### config.mk
export PLATFORM = sky130hd
export DESIGN_NAME = seq_normalizer
export DESIGN_NICKNAME = d
export VERILOG_FILES = /design/src/rtl/seq_normalizer_pkg.sv /design/src/rtl/seq_normalizer_stage.sv /design/src/rtl/seq_normalizer.sv
export SDC_FILE = /design/constraint.sdc
export NUM_CORES = 1
export LEC_CHECK = 0
export ABC_AREA = 1
export CAP_MARGIN = 20
export CORE_ASPECT_RATIO = 1.5
export CORE_MARGIN = 3
export CORE_UTILIZATION = 58
export DETAILED_ROUTE_END_ITERATION = 8
export PLACE_DENSITY = 0.8
export SYNTH_ARGS = -nofsm -noshare
export SYNTH_HDL_FRONTEND = slang
export SYNTH_SLANG_ARGS = --single-unit
### constraint.sdc
create_clock -name CLK -period 4.5 [get_ports CLK]
set_input_delay 1.35 -clock CLK [delete_from_list [all_inputs] [get_ports CLK]]
set_output_delay 1.35 -clock CLK [all_outputs]
set_load 0.005 [all_outputs]
### src/rtl/seq_normalizer_pkg.sv
// seq_normalizer_pkg: shared constants, FSM encoding and per-stage shift decision for the normalizer
package seq_normalizer_pkg;
    localparam int WIDTH = 32;
    localparam int AMT_W = $clog2(WIDTH);
    typedef enum logic [1:0] {IDLE = 2'd0, RUN = 2'd1, FIN = 2'd2} state_t;
    function automatic logic stage_take(input logic [WIDTH-1:0] w, input logic [AMT_W-1:0] k, input logic sgn);
        logic [WIDTH-1:0] m;
        m = ~({WIDTH{1'b1}} >> ((32'd1 << k) + 32'(sgn)));
        return sgn ? ((w & m) == '0 || (w & m) == m) : ((w & m) == '0);
    endfunction
endpackage

### src/rtl/seq_normalizer_stage.sv
// norm_stage: one binary-search step (w, k, sgn in; shifted w and take bit out)
module norm_stage
    import seq_normalizer_pkg::*;
(
    input  logic [WIDTH-1:0] w,
    input  logic [AMT_W-1:0] k,
    input  logic             sgn,
    output logic [WIDTH-1:0] w_out,
    output logic             take
);
    always_comb begin
        take  = stage_take(w, k, sgn);
        w_out = take ? w << (32'd1 << k) : w;
    end
endmodule

### src/rtl/seq_normalizer.sv
// seq_normalizer: multi-cycle leading-zero/sign normalizer (CLK, RST, START, SIGNED_MODE, D_IN in; BUSY, DONE, D_OUT, SH_AMT, ZERO out)
module seq_normalizer
    import seq_normalizer_pkg::*;
(
    input  logic             CLK,
    input  logic             RST,
    input  logic             START,
    input  logic             SIGNED_MODE,
    input  logic [WIDTH-1:0] D_IN,
    output logic             BUSY,
    output logic             DONE,
    output logic [WIDTH-1:0] D_OUT,
    output logic [AMT_W-1:0] SH_AMT,
    output logic             ZERO
);
    state_t           state_q, state_d;
    logic [WIDTH-1:0] w_q, w_d, dout_q, dout_d, stage_w;
    logic [AMT_W-1:0] k_q, k_d, sh_q, sh_d;
    logic             sgn_q, sgn_d, zero_q, zero_d, take;
    norm_stage u_stage (.w(w_q), .k(k_q), .sgn(sgn_q), .w_out(stage_w), .take(take));
    always_comb begin
        state_d = state_q;
        w_d     = w_q;
        k_d     = k_q;
        sh_d    = sh_q;
        sgn_d   = sgn_q;
        zero_d  = zero_q;
        dout_d  = dout_q;
        if (START && state_q != RUN) begin
            state_d = RUN;
            w_d     = D_IN;
            sgn_d   = SIGNED_MODE;
            k_d     = AMT_W'(AMT_W - 1);
            sh_d    = '0;
            zero_d  = 1'b0;
        end else if (state_q == RUN) begin
            w_d  = stage_w;
            sh_d = sh_q | (AMT_W'(take) << k_q);
            k_d  = k_q - AMT_W'(1);
            if (k_q == '0) begin
                state_d = FIN;
                dout_d  = stage_w;
                zero_d  = stage_w == '0;
            end
        end else if (state_q == FIN) begin
            state_d = IDLE;
        end
    end
    always_ff @(posedge CLK) begin
        if (RST) begin
            state_q <= IDLE;
            w_q     <= '0;
            k_q     <= '0;
            sh_q    <= '0;
            sgn_q   <= 1'b0;
            zero_q  <= 1'b0;
            dout_q  <= '0;
        end else begin
            state_q <= state_d;
            w_q     <= w_d;
            k_q     <= k_d;
            sh_q    <= sh_d;
            sgn_q   <= sgn_d;
            zero_q  <= zero_d;
            dout_q  <= dout_d;
        end
    end
    assign BUSY   = state_q == RUN;
    assign DONE   = state_q == FIN;
    assign D_OUT  = dout_q;
    assign SH_AMT = sh_q;
    assign ZERO   = zero_q;
endmodule
==> flow_metrics.tcl <==
set metrics [dict create \
    outcome "completed" \
    synth_cell_type_count 34 \
    worstPathRequired_ns 4.77 \
    syn-num-nets 1270 \
    drt-wirelength-per-cell_um 17.5 \
    synth_seq_cells 78 \
    layout_commonest_cell "nand2_1" \
    numPortBuffers 75 \
    dr.pass1.iters 6 \
    crit_path_end_kind "flip-flop" \
    p_switching_uw 2140 \
    grt_pass1_vias 7815 \
    worst_slew_margin_rel_pct 32.1 \
    cts_made_buffers 9 \
    fill_cells 1094 \
    final.setup.tns_ns 0 \
    finalWirelength_um 24800 \
    antenna_found_initial 0 \
    fmax_mhz 245 \
    crit_slowest_cell "dfxtp_1" \
    insertion_delay_ns 0.34 \
    grt_usage_pct 37.6 \
    mostFrequentLayoutCells "nand2_1, nand3_1, inv_1" \
    setup_viol 0 \
    syn_area_per_cell_um2 5.53 \
    p_leak_uw 0.00386 \
    critical_path_class "reg -> reg" \
    dieArea_um2 13000 \
    rsz0062_at_grt "no" \
    p_clk_share_pct 16.3 \
    viasPerCell 5.98 \
    ys.flop_type "dfxtp_1" \
    cap_violations 0 \
    rrSetupSlack_ns 0.41 \
    arrival_ns 4.36 \
    clock_path_buffers 2 \
    gr-total-overflow 0 \
    synth_cells 1225 \
    yosys_warnings 0 \
    syn_area_um2 6770 \
    max_stage_delay_ns 0.48 \
    p_int_uw 2020 \
    layout-drive-gt1-share_pct 6.08 \
    place_congestion 1.05 \
    finalMaxSlewViolations 0 \
    cts.sinks 78 \
    core-area_um2 11200 \
    p_seq_share_pct 22.2 \
    cts.repair.resized 0 \
    clock_skew_ns 0.00355 \
    fin_crit_sh_pct 90.8 \
    drc 0 \
    worst_slew_pin_slew_ns 1.02 \
    fin_crit_ns 4.09 \
    critPathLaunchType "flip-flop" \
    root_buffer "clkbuf_16" \
    finalHoldViolCount 0 \
    hold_path_class "reg -> reg" \
    synth_edf_count 0 \
    die_w_um 94.2 \
    vias 8458 \
    area_growth_pct 16.1 \
    p_comb_share_pct 61.5 \
    ys_seq_area_share_pct 23.1 \
    clk_pin_slew_ns 0.06 \
    grt_pass1_wl_um 39300 \
    cts_hold_buf 0 \
    diodes 0 \
    p_sw_share_pct 51.4 \
    cp_max_fo 38 \
    ir_worst_vdd_mv 0.353 \
    htree_levels 3 \
    async_flop_share_pct 0 \
    initialDrtViolationCount 1032 \
    fin_nets 1308 \
    ant_nets 0 \
    power_density_nw_per_um2 529 \
    cts_setup_buffers 0 \
    die_h_um 138 \
    start_util_pct 60.3 \
    worst_path_most_repeated_cell "nand2_1" \
    place_hpwl_um 19000 \
    rows 47 \
    grt_max_degree 47 \
    ioPinCount 76 \
    total_power_uw 4160 \
    cts_tree "built" \
]
==> registers in the layout, summed over array words and instances (netlist names) <==
| signal | flops |
|---|---|
| w_q | 32 |
| D_OUT | 32 |
| state_q | 2 |
| sgn_q | 1 |
| k_q | 5 |
| ZERO | 1 |
| SH_AMT | 5 |
==> layer usage <==
layer	track usage, %	up-vias	routed length, um
li1	-	4070	-
met1	47.0	3808	9800
met2	62.2	489	11500
met3	5.38	91	2150
met4	18.9	0	1350
met5	0	-	0
==> worst max-delay path, delay by kind of cell (launching register included) <==
kind	cells	cell delay [ns]
compound gates	2	0.30
fa+ha+maj	1	0.24
buf+inv	3	0.34
flops	1	0.48
simple gates	21	2.63
==> power by group through the flow <==
stage	clock network [uW]	logic [uW]	registers, uW
2_1_floorplan	0	1810	881
3_3_place_gp	0	2450	924
3_5_place_dp	0	2480	927
4_1_cts	678	2500	914
5_1_grt	703	2850	928
6_report	678	2560	923
==> layout make-up <==
class                   count  area (um2)  share of cell area, %
well taps                 147         184                   2.34
inverters                 134         503                   6.40
clock buffers              10         239                   3.04
multi-input cells         943        4410                   56.1
clock inverters             5        36.3                  0.461
repair buffers             97         928                   11.8
flip-flops and latches     78        1560                   19.9
==> Yosys cell counts (all sizes together), types with 13 or more instances <==
cell type,number,area share (%)
nand4,21,2.0
nor2,85,5.5
clkbuf,42,2.3
a21oi,13,0.96
a31oi,34,3.1
dfxtp,78,23
inv,129,7.2
nand3,223,17
buf,28,2.2
o21ai,40,3.0
o211ai,36,4.0
nand2,459,26
==> cell families (layout without fill, tap and decap cells) <==
group           count (synthesis)  after routing  share of synthesized area, %
simple gates                  800            800                          51.0
fa+ha+maj                       9              9                          1.66
flops                          78             78                          23.1
buf+inv                       204            246                          12.0
compound gates                134            134                          12.3
==> through the flow <==
stage               utilization, %  cells  setup slack [ns]  hold slack [ns]  area (um2)
finish                        70.0   1414             0.413            0.451        7860
global placement              67.5   1399             0.559            0.439        7590
floorplan                        -   1225             0.842            0.447        6770
global route                  70.0   1414            0.0490            0.483        7860
CTS                           70.0   1414             0.385            0.456        7860
detailed placement            67.5   1399             0.404            0.447        7590
==> worst paths after layout <==
kind                                 from         to  cells past startpoint
worst max-delay path               k_q[3]       ZERO                     27
worst min-delay path            SH_AMT[3]  SH_AMT[3]                      2
worst max register to register     k_q[3]       ZERO                     27
worst min register to register  SH_AMT[3]  SH_AMT[3]                      2
No activity file was read; power rests on OpenSTA's default activity.
